===== src/rtl/spi_slave_apb.sv =====
// Shared definitions for the APB memory responder: FSM state encoding and
// the fill value returned when the memory side stops answering.
package spi_slave_apb;

  typedef enum logic [1:0] {
    ST_IDLE = 2'd0,
    ST_REQ  = 2'd1,
    ST_RESP = 2'd2,
    ST_DONE = 2'd3
  } state_t;

  localparam logic [31:0] DEAD_BEEF = 32'hDEAD_BEEF;

endpackage


===== src/rtl/apb_wait_timer.sv =====
// Wait counter for the memory handshake; expired is high during the
// LIMIT-th consecutive enabled cycle since the last clear.
module apb_wait_timer #(
  parameter int unsigned LIMIT = 255
) (
  input  logic clk,
  input  logic rst_n,
  input  logic clear,
  input  logic enable,
  output logic expired
);

  localparam logic [15:0] LAST = 16'(LIMIT - 1);

  logic [15:0] count_reg;

  always_ff @(posedge clk or negedge rst_n) begin
    if (!rst_n) begin
      count_reg <= '0;
    end else if (clear) begin
      count_reg <= '0;
    end else if (enable && (count_reg != LAST)) begin
      count_reg <= count_reg + 16'd1;
    end
  end

  assign expired = enable && (count_reg == LAST);

endmodule


===== src/rtl/apb_mem_responder.sv =====
// APB slave that forwards a word-addressed window onto a req/gnt/rvalid
// memory port, with a bounded wait on the memory side.
module apb_mem_responder
  import spi_slave_apb::*;
#(
  parameter int unsigned                APB_ADDR_WIDTH = 32,
  parameter int unsigned                APB_DATA_WIDTH = 32,
  parameter int unsigned                MEM_ADDR_WIDTH = 16,
  parameter logic [APB_ADDR_WIDTH-1:0]  BASE_ADDR      = '0,
  parameter int unsigned                TIMEOUT_CYCLES = 255
) (
  input  logic                      pclk_i,
  input  logic                      preset_ni,
  input  logic                      psel_i,
  input  logic                      penable_i,
  input  logic [APB_ADDR_WIDTH-1:0] paddr_i,
  input  logic                      pwrite_i,
  input  logic [APB_DATA_WIDTH-1:0] pwdata_i,
  output logic [APB_DATA_WIDTH-1:0] prdata_o,
  output logic                      pready_o,
  output logic                      mem_req_o,
  input  logic                      mem_gnt_i,
  output logic                      mem_we_o,
  output logic [MEM_ADDR_WIDTH-1:0] mem_addr_o,
  output logic [APB_DATA_WIDTH-1:0] mem_wdata_o,
  input  logic                      mem_rvalid_i,
  input  logic [APB_DATA_WIDTH-1:0] mem_rdata_i,
  output logic                      timeout_o
);

  localparam logic [APB_DATA_WIDTH-1:0] TIMEOUT_DATA = APB_DATA_WIDTH'(DEAD_BEEF);

  state_t                    state_reg;
  state_t                    state_next;
  logic [APB_ADDR_WIDTH-1:0] offset;
  logic                      in_window;
  logic                      expired;
  logic                      timeout_hit;

  assign offset    = paddr_i - BASE_ADDR;
  assign in_window = (paddr_i >= BASE_ADDR) && ((offset >> MEM_ADDR_WIDTH) == '0);

  // Purely state-decoded so an asynchronous reset drops the request at once.
  assign mem_req_o = (state_reg == ST_REQ);
  assign pready_o  = (state_reg == ST_DONE) && psel_i && penable_i;

  assign timeout_hit = expired &&
                       (((state_reg == ST_REQ)  && !mem_gnt_i) ||
                        ((state_reg == ST_RESP) && !mem_rvalid_i));

  always_comb begin
    state_next = state_reg;
    case (state_reg)
      ST_IDLE: if (psel_i) state_next = in_window ? ST_REQ : ST_DONE;
      ST_REQ: begin
        if (mem_gnt_i)    state_next = mem_we_o ? ST_DONE : ST_RESP;
        else if (expired) state_next = ST_DONE;
      end
      ST_RESP: if (mem_rvalid_i || expired) state_next = ST_DONE;
      ST_DONE: if (pready_o || !psel_i) state_next = ST_IDLE;
      default: state_next = ST_IDLE;
    endcase
  end

  // Clearing on every transition restarts the count on entry to REQ and RESP.
  apb_wait_timer #(
    .LIMIT (TIMEOUT_CYCLES)
  ) u_wait_timer (
    .clk     (pclk_i),
    .rst_n   (preset_ni),
    .clear   (state_next != state_reg),
    .enable  ((state_reg == ST_REQ) || (state_reg == ST_RESP)),
    .expired (expired)
  );

  always_ff @(posedge pclk_i or negedge preset_ni) begin
    if (!preset_ni) begin
      state_reg   <= ST_IDLE;
      mem_we_o    <= 1'b0;
      mem_addr_o  <= '0;
      mem_wdata_o <= '0;
      prdata_o    <= '0;
      timeout_o   <= 1'b0;
    end else begin
      state_reg <= state_next;
      if ((state_reg == ST_IDLE) && psel_i) begin
        mem_we_o    <= pwrite_i;
        mem_addr_o  <= MEM_ADDR_WIDTH'(offset);
        mem_wdata_o <= pwdata_i;
        if (!in_window) prdata_o <= '0;
      end
      if ((state_reg == ST_RESP) && mem_rvalid_i) prdata_o <= mem_rdata_i;
      if (timeout_hit) begin
        prdata_o  <= TIMEOUT_DATA;
        timeout_o <= 1'b1;
      end
    end
  end

endmodule


===== config.mk =====
export PLATFORM = sky130hd
export DESIGN_NAME = apb_mem_responder
export DESIGN_NICKNAME = d
export VERILOG_FILES = /design/src/rtl/spi_slave_apb.sv /design/src/rtl/apb_wait_timer.sv /design/src/rtl/apb_mem_responder.sv
export SDC_FILE = /design/constraint.sdc
export NUM_CORES = 1
export LEC_CHECK = 0
export CAP_MARGIN = 40
export CORE_ASPECT_RATIO = 0.75
export CORE_MARGIN = 1
export CORE_UTILIZATION = 46
export CTS_CLUSTER_DIAMETER = 60
export DETAILED_ROUTE_END_ITERATION = 7
export PLACE_DENSITY = 0.93
export SLEW_MARGIN = 40
export SYNTH_ARGS = -nofsm -noshare
export SYNTH_HDL_FRONTEND = slang
export SYNTH_HIERARCHICAL = 1
export SYNTH_SLANG_ARGS = --single-unit

===== constraint.sdc =====
create_clock -name pclk_i -period 6.9 [get_ports pclk_i]
set_input_delay 1.38 -clock pclk_i [delete_from_list [all_inputs] [get_ports pclk_i]]
set_output_delay 1.38 -clock pclk_i [all_outputs]
set_load 0.02 [all_outputs]

==> metrics.md <==
| Metric | Value |
|---|---|
| Via density | 5.61 |
| Worst path most repeated cell | clkdlybuf4s50_1 |
| WP buf/inv | 2 |
| GP Congestion | 0.834 |
| RSZ-0062 raised after global routing | false |
| Most common cell after layout, fill and taps aside | clkdlybuf4s50_1 |
| WHS Path Cells | 1 |
| Post-synth EDFFs | 0 |
| Hold Buf Count CTS | 0 |
| DRC violations left | 0 |
| First-pass GRT wire length | 18900 um |
| RR Endpoint | u_wait_timer/count_reg[15] |
| Reg2Reg Setup Slack | 3.45 ns |
| I/O Buffers | 186 |
| Register area share after synthesis | 0.564 |
| Syn Area/Cell | 12.9 sq um |
| Critical Path Sink Type | primary output |
| Largest regs | mem_wdata_o (32), prdata_o (32) |
| Clk sink count | 100 |
| Rows | 30 |
| Largest cells by area after synthesis | dfrtp_1 (56%), mux2_2 (12%), a221o_1 (4.5%) |
| DR vias | 3678 |
| Final TNS setup | 0 ns |
| R2R cell count | 12 |
| Min-Delay Endpoint | mem_wdata_o[17] |
| Maxcap violations | 0 |
| CTS H-tree depth | 3 |
| Final net count | 634 |
| Worst Tran Pin Value | 0.696 ns |
| Core Region | 9200 sq um |
| CP Launch Type | input pin |
| Status | finished clean |
| Final wirelength | 12000 um |
| Final Hold Fails | 0 |
| Final ANT Viol Nets | 0 |
| Number of global-route vias before repair | 3651 |
| Synthesis-to-finish area growth | 50.4% |
| Hold Crit Start | mem_wdata_o[17] |
| Clock Skews | 0.00625 ns |
| Syn nets | 455 |
| Pwr per Cell Area | 441 nW/um^2 |
| DP Area | 6380 sq um |
| Slowest-stage cell, CP | clkdlybuf4s50_1 |
| Pins Over Slew Limit | 0 |
| Worst-path clk slew | 0.07 ns |
| Die height | 87.1 um |
| Crit path max fanout | 10 |
| CTS Buffer Depth | 2 |
| Pleak | 2.76 nW |
| Top FF cell, synth | dfrtp_1 |
| Share of cells above drive strength 1 | 0.170 |
| Mapped Cells | 344 |
| Setup CP Type | input pin to primary output |
| Unique masters post-synth | 48 |
| Die area | 10100 sq um |
| Worst setup margin | 2.58 ns |
| Gr ovfl total | 0 |
| Cts repair resizes | 0 |
| Initial antenna violation count | 0 |
| Hold crit path type | flip-flop to flip-flop |
| Ys Warns | 6 |
| First DRT Iteration DRCs | 414 |
| ANT cells | 0 |
| Worst EP arrival | 2.94 ns |
| Clk_lat worst skew | 0.35 ns |
| Number of CTS-inserted buffers | 9 |
| Largest net degree at the start of global routing | 67 |
| CTS tree | done |
| Final min period | 4.32 ns |
| CP delay by family, top | buffers and inverters |
| FFs w/ async S/R, synth | 1.00 |
| Dpl hpwl | 8760 um |
| Worst r2r src | u_wait_timer/count_reg[2] |
| Fmax | 0.231 GHz |
| Tcrit/Tclk final | 0.626 |
| Root Buffer | clkbuf_16 |
| Synth Cell Area | 4440 sq um |
| WL/cell | 18.3 um |
| IR drop worst, VDD | 261 uV |
| Gr usage total | 0.249 |
| CP max stage delay | 0.72 ns |
| Largest area contributor in the netlist | dfrtp_1 |
| First-pass iteration count of the detailed router | 7 |
| Cell area after layout | 6680 sq um |
| Die width | 115 um |
| Top cell type's share of synthesized area | 0.564 |
| Finish-stage setup viols | 0 |
| Post-CTS Setup Bufs | 0 |
| Synthesized flop and latch total | 100 |
| Most frequent cells in the layout | clkdlybuf4s50_1 (185), dfrtp_1 (100), mux2_2 (49), nand2_1 (20), a221o_1 (20) |
| Io pins | 187 |
| Rel. slew slack | 0.536 |
| Initial Utilization | 0.483 |
| CP Data Required Time | 5.52 ns |
| Critical path cell sequence | clkdlybuf4s50_1 -> and3_1 -> clkdlybuf4s50_1 |
| Post-Place Setup Slack | 2.58 ns |
## worst max-delay path by stage
stage / from / endpoint / slack, ns / depth (start not counted)
2_1_floorplan: psel_i / pready_o / 3.68 / 2
3_3_place_gp: psel_i / pready_o / 2.62 / 3
3_5_place_dp: psel_i / pready_o / 2.58 / 3
4_1_cts: psel_i / pready_o / 2.57 / 3
5_1_grt: psel_i / pready_o / 2.53 / 3
6_report: psel_i / pready_o / 2.58 / 3
## cell usage after synthesis, types with 5 or more instances
| cell | number |
|---|---|
| clkbuf_1 | 9 |
| nand2_1 | 21 |
| ha_1 | 8 |
| nor3_1 | 6 |
| nor2_1 | 19 |
| nand4_1 | 7 |
| o211ai_1 | 8 |
| xnor2_1 | 6 |
| o21ai_0 | 5 |
| mux2_2 | 49 |
| a21oi_1 | 12 |
| inv_1 | 6 |
| dfrtp_1 | 100 |
| buf_2 | 10 |
| nor4_1 | 7 |
| nor4_4 | 5 |
| a221o_1 | 20 |
## cell families after synthesis
logic type / share of synthesized area
DFF: 0.564
muxes: 0.127
adders and majority gates: 0.0225
buffers and inverters: 0.0302
and+or+nand+nor: 0.124
AOI/OAI and AO/OA: 0.121
xor gates and xnor gates: 0.0118
## per-layer routing
layer / share of wire / vias up / global-route usage
met5: 0 / - / 0
met4: 0.017 / 0 / 0.0921
met3: 0.074 / 24 / 0.0661
met2: 0.52 / 170 / 0.432
met1: 0.39 / 1832 / 0.300
li1: - / 1652 / -
## through the flow
| step | total power [mW] | std cells | hold WS, ns | util |
|---|---|---|---|---|
| after floorplan | 1.77 | 344 | 0.471 | - |
| after global placement | 2.40 | 640 | 0.450 | 0.694 |
| after detailed placement | 2.47 | 640 | 0.492 | 0.694 |
| after CTS | 2.97 | 656 | 0.508 | 0.726 |
| after global routing | 3.10 | 656 | 0.517 | 0.726 |
| final | 2.94 | 656 | 0.504 | 0.726 |
## area by class of cell
class	count	area, sq um
sequential	100	2500
timing repair buffer	190	1890
multi-input combinational	216	1810
inverter	6	22.5
clock inverter	7	67.6
fill	591	2520
clock buffer	9	225
tap	128	160
## worst register-to-register path, stage by stage, from the launching register on
cell and delay, ns:
dfrtp_1 0.48, nand4_1 0.52, nor4_4 0.61, and2_1 0.25, o21ai_0 0.12, a22oi_1 0.28, a221oi_1 0.15, o221ai_1 0.22
buf_4 0.25, inv_1 0.13, nand2_1 0.08, a21oi_1 0.04, a31o_2 0.22
## report_power, final
part           leakage, nW  internal, mW  total, mW  switching (mW)
clock network        0.145         0.254      0.483           0.230
logic                 1.35         0.750       1.48           0.732
registers             1.26         0.831      0.978           0.146
total                 2.76          1.84       2.94            1.11
Note: power is estimated with default switching activity, not from simulation.
